[src/rtl/cpu_controller.sv]
// cpu_controller: 8-phase instruction sequencer and opcode decoder for the accumulator CPU
// Ports: clk/rst (sync, active-high); opcode (IR opcode) and zero (accumulator-is-zero) in;
// sel, rd, ld_ir, inc_pc, halt, ld_pc, data_e, ld_ac, wr strobes and debug phase out.
module cpu_controller (
  input  logic       clk,
  input  logic       rst,
  input  logic [2:0] opcode,
  input  logic       zero,
  output logic       sel,
  output logic       rd,
  output logic       ld_ir,
  output logic       inc_pc,
  output logic       halt,
  output logic       ld_pc,
  output logic       data_e,
  output logic       ld_ac,
  output logic       wr,
  output logic [2:0] phase
);
  typedef enum logic [2:0] {HLT, SKZ, ADD, AND_OP, XOR_OP, LDA, STO, JMP} op_t;
  logic halted;
  logic alu_op;
  logic is_hlt;
  always_ff @(posedge clk) begin
    if (rst) begin
      phase  <= 3'd0;
      halted <= 1'b0;
    end else if (!halted) begin
      if (phase == 3'd4 && is_hlt) halted <= 1'b1;
      else phase <= phase + 3'd1;
    end
  end
  always_comb begin
    alu_op = opcode inside {ADD, AND_OP, XOR_OP, LDA};
    is_hlt = opcode == HLT;
    sel    = !phase[2];
    rd     = (phase inside {3'd1, 3'd2, 3'd3}) || (phase inside {3'd5, 3'd6, 3'd7} && alu_op);
    ld_ir  = phase inside {3'd2, 3'd3};
    // halted parks in phase 4, so only the phase-4 decodes need the halted gate
    inc_pc = (phase == 3'd4 && !halted) || (phase == 3'd6 && opcode == SKZ && zero);
    halt   = halted || (phase == 3'd4 && is_hlt);
    ld_pc  = phase inside {3'd6, 3'd7} && opcode == JMP;
    data_e = phase inside {3'd6, 3'd7} && opcode == STO;
    ld_ac  = phase == 3'd7 && alu_op;
    wr     = phase == 3'd7 && opcode == STO;
  end
endmodule

[config.mk]
export PLATFORM = sky130hd
export DESIGN_NAME = cpu_controller
export DESIGN_NICKNAME = d
export VERILOG_FILES = /design/src/rtl/cpu_controller.sv
export SDC_FILE = /design/constraint.sdc
export NUM_CORES = 1
export LEC_CHECK = 0
export CORE_MARGIN = 2
export CORE_UTILIZATION = 30
export DETAILED_ROUTE_END_ITERATION = 6
export DONT_BUFFER_PORTS = 1
export HOLD_SLACK_MARGIN = 0.1
export MAX_ROUTING_LAYER = met4
export SLEW_MARGIN = 15
export SYNTH_ARGS = -nofsm -noshare
export SYNTH_HDL_FRONTEND = slang
export SYNTH_SLANG_ARGS = --single-unit
export TNS_END_PERCENT = 1
[constraint.sdc]
create_clock -name clk -period 1.3 [get_ports clk]
set_input_delay 0.26 -clock clk [delete_from_list [all_inputs] [get_ports clk]]
set_output_delay 0.26 -clock clk [all_outputs]
set_load 0.02 [all_outputs]
# [Word-level counts from Yosys, hierarchy flattened]
# Index checks and enable logic that the tools add are counted.
[classes] n_addsub=1 eq_ne=14 n_mux=2 bitwise_logic=2 n_reduce_logical=21
[ops] op="equality test 3 bit, second input constant" count=8
[ops] op="equality test 3 x 2 -> 1 bit, second input constant" count=4
[ops] op="logical AND 1 bit" count=9
[ops] op="equality test 3 x 1 -> 1 bit, second input constant" count=2
[ops] op="nonzero test 3 bit" count=2
[ops] op="nonzero test 2 bit" count=2
[ops] op="nonzero test 4 bit" count=1
[ops] op="adder 3 x 1 -> 3 bit, second input constant" count=1
[ops] op="zero test 3 bit" count=1
[ops] op="logical OR 1 bit" count=3
[ops] op="zero test 1 bit" count=2
[ops] op="2-to-1 mux 1 bit" count=2
[ops] op="inverter 1 bit" count=2
[ops] op="AND reduction 2 bit" count=1
[totals] reg_bits=4 inputBits=6 output_inout_bits=12 word_cells=42

# [Depth between registers and ports, before layout]
# Gate-level depths: netlist (run 1).
[logic_depth] ltp_word=4 depth_mapped=5

# [Worst setup path after synthesis (run 1)]
# No wires, ideal clock.
[synth_timing] path_kind="reg-to-output" start="register phase[2]" end="output port rd" arrival_time_ps=1617 required_time_ps=1040 setup_slack_ps=-577 stages_incl_launch_ff=5 n_path_buf=0 cell_sequence="dfxtp_1 -> inv_1 -> ha_1 -> a21o_1 -> a211o_1"
[synth_between] elab_chain_len=4 elab_cells_between_ends=10
[synth_lines] element="start: declaration" line_no="18" source="output logic [2:0] phase"
[synth_lines] element="start signal: assignment" line_no="30" source="else phase <= phase + 3'd1;"
[synth_lines] element="equality test 3 bit" line_no="37" source="rd = (phase inside {3'd1, 3'd2, 3'd3}) || (phase inside {3'd5, 3'd6, 3'd7} && alu_op);"
[synth_lines] element="nonzero test 3 bit" line_no="37"
[synth_lines] element="logical AND 1 bit" line_no="37"
[synth_lines] element="logical OR 1 bit *" line_no="37"
[synth_lines] element="end: declaration" line_no="10" source="output logic rd,"
# Every way passes the cells marked *; elsewhere a longest branch is shown, timed or not.

# [Worst setup path in the final report (run 1)]
[layout_timing] start="register phase[1]" end="output port rd"
# The elaborated chain is that of the path after synthesis.

==> results of run 1 <==
-- state kept, by name (all words and copies together), names as in the netlist --
| name | count |
|---|---|
| halted | 1 |
| phase | 3 |
-- metal layers --
layer	GRT usage (%)	vias to the layer above	wire, microns
met2	29.8	20	578
met1	16.7	189	440
met3	3.33	0	100
met4	5.00	0	0
met5	-	-	0
li1	-	204	-
-- worst max-delay path by stage --
stage	endpoint	startpoint	cells after the start	slack (ns)
floorplan	rd	phase[2]	4	-0.31
global placement	rd	phase[0]	5	-0.20
detailed placement	rd	phase[0]	5	-0.23
CTS	rd	phase[1]	4	-0.40
global route	data_e	phase[1]	6	-0.43
finish	rd	phase[1]	4	-0.41
-- cell families after synthesis --
kind of cell	Yosys count	share of synthesized area [%]
adder cells (fa/ha/maj)	6	18.8
multiplexers	2	5.02
XOR/XNOR	1	2.19
AND/OR/NAND/NOR	18	30.7
buffers and inverters	6	5.96
AO/OA/AOI/OAI	8	17.2
flip-flops	4	20.1
-- layout by cell type (no fill, tap or decap), drive strengths merged, types with 2 or more instances in the layout --
cell	Yosys	final
buf	1	16
ha	6	6
dfxtp	4	4
inv	5	4
nand2	3	3
nor2	3	3
clkbuf	0	3
nor3b	3	3
nor4b	2	2
mux2i	2	2
o311ai	2	2
a21oi	2	2
nor3	2	2
-- cell usage after synthesis (all sizes together) --
| cell type | n |
|---|---|
| dfxtp | 4 |
| inv | 5 |
| nand2 | 3 |
| xnor2 | 1 |
| o311ai | 2 |
| a221oi | 1 |
| nor3 | 2 |
| or4b | 1 |
| o31a | 1 |
| nor3b | 3 |
| nor2b | 1 |
| a21oi | 2 |
| nor2 | 3 |
| nand3b | 1 |
| buf | 1 |
| ha | 6 |
| nand4 | 1 |
| a211o | 1 |
| nor4b | 2 |
| mux2i | 2 |
| or4 | 1 |
| a21o | 1 |
-- stage by stage --
| stage | setup WS [ns] | hold WS [ns] | cells |
|---|---|---|---|
| 2_1_floorplan | -0.306 | 0.490 | 45 |
| 3_3_place_gp | -0.204 | 0.320 | 75 |
| 3_5_place_dp | -0.226 | 0.320 | 75 |
| 4_1_cts | -0.395 | 0.132 | 79 |
| 5_1_grt | -0.428 | 0.149 | 79 |
| 6_report | -0.407 | 0.146 | 79 |
-- layout make-up --
class | count | area, sq um | share of cell area, %
inverters | 5 | 22.5 | 3.23
multi-input cells | 35 | 404 | 58.0
flip-flops and latches | 4 | 91.3 | 13.1
repair buffers | 17 | 138 | 19.7
clock buffers | 3 | 22.5 | 3.23
well taps | 15 | 18.8 | 2.69
-- where the power goes --
part / internal [mW] / switching [mW] / leakage (nW) / total (mW)
logic: 0.418 / 0.409 / 0.248 / 0.827
clock network: 0.103 / 0.0506 / 0.0138 / 0.154
registers: 0.179 / 0.0675 / 0.0347 / 0.247
total: 0.700 / 0.528 / 0.297 / 1.23
-- repair_timing --
item | 4_1_cts | 5_1_grt
hold buffers | 1 | 0
gates resized for setup | 8 | 8
pin swaps | 4 | 3
hold endpoints to repair | 2 | 0
endpoints found under the setup margin | 12 | 13
-- worst max-delay path, stage by stage (launching register included) --
cell	delay, ns
dfxtp_4	0.36
ha_4	0.18
ha_4	0.15
a21o_4	0.18
a211o_4	0.34
==> impl_metrics.env, run 1 <==
export IMPL_outcome="finished, violations left"
export IMPL_violations="setup timing"
export IMPL_h_tree_depth=1
export IMPL_synth_cell_types=23
export IMPL_rsz0062_at_grt="yes"
export IMPL_num_rows=13
export IMPL_ys_seq_area_share_pct=20.1
export IMPL_crit_path_end_kind="output port"
export IMPL_routed_wirelength_mm=1.12
export IMPL_hold_class="input port to flip-flop"
export IMPL_first_global_vias=424
export IMPL_grt_first_pass_wirelength_mm=1.72
export IMPL_layout_drive_gt1_share_pct=62.5
export IMPL_io_buffers=0
export IMPL_design_area_sq_um=697
export IMPL_rr_worst_depth=6
export IMPL_cap_viol_max_count=0
export IMPL_io_pins=18
export IMPL_num_vias=413
export IMPL_die_w_microns=40.5
export IMPL_drtIter0Drc=3
export IMPL_initial_core_util_pct=31.5
export IMPL_p_total_mw=1.23
export IMPL_hold_end="phase[0]"
export IMPL_cts_made_buffers=3
export IMPL_path_class="flip-flop to output port"
export IMPL_die_h_microns=40.5
export IMPL_grt_max_degree=10
export IMPL_tns_ns=-2.51
export IMPL_final_util_pct=54.9
export IMPL_worstPathArrival_ns=1.45
export IMPL_path_clk_slew_ns=0.04
export IMPL_post_route_min_period_ns=1.71
export IMPL_grt_antenna_before_repair=0
export IMPL_avgSynthCellArea_sq_um=8.87
export IMPL_antennaDiodeCount=0
export IMPL_core_area_sq_mm=0.00127
export IMPL_finalHoldViolCount=0
export IMPL_clkLatencyLatePin_ns=0.23
export IMPL_fmax_ghz=0.586
export IMPL_drc=0
export IMPL_critical_path_required_ns=1.04
export IMPL_synthesis_nets=57
export IMPL_finalClockSkew_ns=0.00285
export IMPL_syn_instance_count=45
export IMPL_final_nets=78
export IMPL_hold_start="rst"
export IMPL_start_kind="flip-flop"
export IMPL_fill_cells=119
export IMPL_ys_warn_count=0
export IMPL_post_dp_cell_area_sq_um=586
export IMPL_cts_tree="built"
export IMPL_hpwl_microns=820
export IMPL_cts_setup_buffers=0
export IMPL_min_period_over_period_pct=131
export IMPL_post_drt_wl_per_cell_microns=14.2
export IMPL_cp_max_fo=4
export IMPL_gp_congestion=0.762
export IMPL_min_path_cells=1
export IMPL_slew_violations=0
export IMPL_ys_seq_elements=4
export IMPL_netlist_top_cell_by_area="dfxtp_1"
export IMPL_p_leak_nw=0.297
export IMPL_r2r_end="phase[2]"
export IMPL_clockRootBuffer="clkbuf_4"
export IMPL_tightestPinTransition_ns=0.263
export IMPL_netlist_area_leader_share_pct=20.1
export IMPL_setup_viol=10
export IMPL_r2r_start="phase[1]"
export IMPL_viasPerCell=5.23
export IMPL_synth_area_leaders="dfxtp_1 20%, ha_1 19%, nor3b_1 5.6%"
export IMPL_vdd_ir_drop_max_v=0.000803
export IMPL_grt_usage_pct=16.1
export IMPL_ant_nets=0
export IMPL_grt_ovfl_total=0
export IMPL_first_pass_iters=4
export IMPL_area_growth_syn_to_layout_pct=74.6
export IMPL_cts_buffer_depth=2
export IMPL_setup_ws_ns=-0.407
export IMPL_maxSlewHeadroom_pct=82.2
export IMPL_r2r_slack_ns=-0.14
export IMPL_cts_sinks=4
export IMPL_power_density_mw_per_mm2=1760
export IMPL_design_die_area_sq_mm=0.00164
export IMPL_synth_area_sq_um=399
Note: power is estimated with default switching activity, not from simulation.
==> inputs of run 2 (changes only) <==
- CORE_MARGIN: 2 -> not set
==> impl_metrics.env, run 2 (synthesis gave the netlist of run 1 again) <==
export IMPL_outcome="finished, violations left"
export IMPL_violations="setup timing"
export IMPL_grt_usage_pct=19.0
export IMPL_worstPathArrival_ns=1.47
export IMPL_first_global_vias=418
export IMPL_ant_nets=0
export IMPL_wl_met1_microns=472
export IMPL_pwr_share_clk_pct=14.3
export IMPL_h_tree_depth=1
export IMPL_grt_ovfl_total=0
export IMPL_routed_wirelength_mm=1.19
export IMPL_min_path_cells=1
export IMPL_pre_cts_ws_ns=-0.237
export IMPL_maxSlewHeadroom_pct=82.3
export IMPL_rsz0062_at_grt="yes"
export IMPL_design_die_area_sq_mm=0.00148
export IMPL_final_common_cell="buf_4"
export IMPL_gp_congestion=0.751
export IMPL_num_rows=12
export IMPL_cts_tree="built"
export IMPL_post_dp_cell_area_sq_um=614
export IMPL_power_density_mw_per_mm2=1800
export IMPL_wl_met3_microns=63
export IMPL_hold_class="input port to flip-flop"
export IMPL_cp_max_fo=4
export IMPL_tightestPinTransition_ns=0.264
export IMPL_path_class="flip-flop to output port"
export IMPL_cts_buffer_depth=2
export IMPL_pwr_share_seq_pct=19.1
export IMPL_cts_sinks=4
export IMPL_drc=0
export IMPL_grt_max_degree=9
export IMPL_io_buffers=0
export IMPL_fmax_ghz=0.578
export IMPL_core_area_sq_mm=0.00117
export IMPL_hpwl_microns=872
export IMPL_clockRootBuffer="clkbuf_4"
export IMPL_io_pins=18
export IMPL_initial_core_util_pct=34.1
export IMPL_fill_cells=109
export IMPL_highest_layer="met4"
export IMPL_critical_path_required_ns=1.04
export IMPL_start_kind="flip-flop"
export IMPL_crit_path_end_kind="output port"
export IMPL_first_pass_iters=4
export IMPL_vdd_ir_drop_max_v=0.00110
export IMPL_path_clk_slew_ns=0.05
export IMPL_die_h_microns=38.5
export IMPL_layout_drive_gt1_share_pct=67.1
export IMPL_setup_ws_ns=-0.429
export IMPL_rr_worst_depth=4
export IMPL_min_period_over_period_pct=133
export IMPL_p_leak_nw=0.321
export IMPL_grt_first_pass_wirelength_mm=1.83
export IMPL_num_vias=435
export IMPL_regMostFlops="phase"
export IMPL_met2_length_microns=629
export IMPL_largest_reg_flops=3
export IMPL_r2r_slack_ns=-0.10
export IMPL_area_growth_syn_to_layout_pct=79.6
export IMPL_clkLatencyLatePin_ns=0.26
export IMPL_swShare_pct=41.7
export IMPL_post_route_min_period_ns=1.73
export IMPL_grt_antenna_before_repair=0
export IMPL_p_int_mw=0.753
export IMPL_largest_registers="phase: 3 flops, halted: 1 flops"
export IMPL_p_comb_share_pct=66.6
export IMPL_drtIter0Drc=7
export IMPL_slew_violations=0
export IMPL_setup_viol=10
export IMPL_hold_slack_ns=0.139
export IMPL_final_nets=83
export IMPL_cts_made_buffers=3
export IMPL_design_area_sq_um=717
export IMPL_antennaDiodeCount=0
export IMPL_die_w_microns=38.5
export IMPL_viasPerCell=5.18
export IMPL_finalClockSkew_ns=0.0155
export IMPL_finalHoldViolCount=0
export IMPL_cap_viol_max_count=0
export IMPL_post_drt_wl_per_cell_microns=14.2
export IMPL_switchingPower_mw=0.539
==> run 2: cell types whose count changed in the layout (fill, tap and decap cells not counted), sizes merged <==
cell / before / now
buf: 16 / 21
clkbuf: 3 / 4
==> run 2: final timing paths <==
path | startpoint | endpoint
worst max-delay path | phase[0] | rd
worst min-delay path | rst | phase[1]
worst max register to register | phase[0] | phase[1]
worst min register to register | halted | phase[2]
==> run 2: per-layer routing <==
metal,GRT usage (%),vias up
met5,-,-
met4,7.76,0
met3,6.40,2
met2,34.7,14
met1,18.2,201
li1,-,218
==> run 2: power by group through the flow <==
stage | Sequential (mW) | Clock [mW] | Combinational (mW)
2_1_floorplan | 0.271 | 0 | 0.409
3_3_place_gp | 0.223 | 0 | 0.737
3_5_place_dp | 0.222 | 0 | 0.745
4_1_cts | 0.236 | 0.195 | 0.817
5_1_grt | 0.251 | 0.205 | 0.923
6_report | 0.246 | 0.185 | 0.860
==> run 2: stage by stage <==
stage	instances	power [mW]	TNS, ns	utilization (%)
5_1_grt	84	1.38	-3.49	61.2
3_5_place_dp	78	0.967	-1.32	52.5
6_report	84	1.29	-2.94	61.2
3_3_place_gp	78	0.960	-1.15	52.5
2_1_floorplan	45	0.680	-1.05	-
4_1_cts	84	1.25	-3.06	59.1
==> run 2: area by class of cell <==
type	instances	area (sq um)	area share, %
clock buffer	4	26.3	3.66
inverter	5	22.5	3.14
multi-input combinational	35	384	53.6
sequential	4	91.3	12.7
tap	14	17.5	2.44
timing repair buffer	22	175	24.4
==> run 2: worst max-delay path: stages, from the launching register on <==
cell	delay (ns)
dfxtp_4	0.36
ha_4	0.18
ha_4	0.15
a21o_4	0.18
a211o_4	0.34
==> run 2: timing repair <==
action / 4_1_cts / 5_1_grt
setup buffers: 1 / 0
endpoints found under the hold margin: 3 / 0
pin swaps: 2 / 0
hold buffers: 1 / 0
setup endpoints to repair: 11 / 12
gates resized for setup: 10 / 5
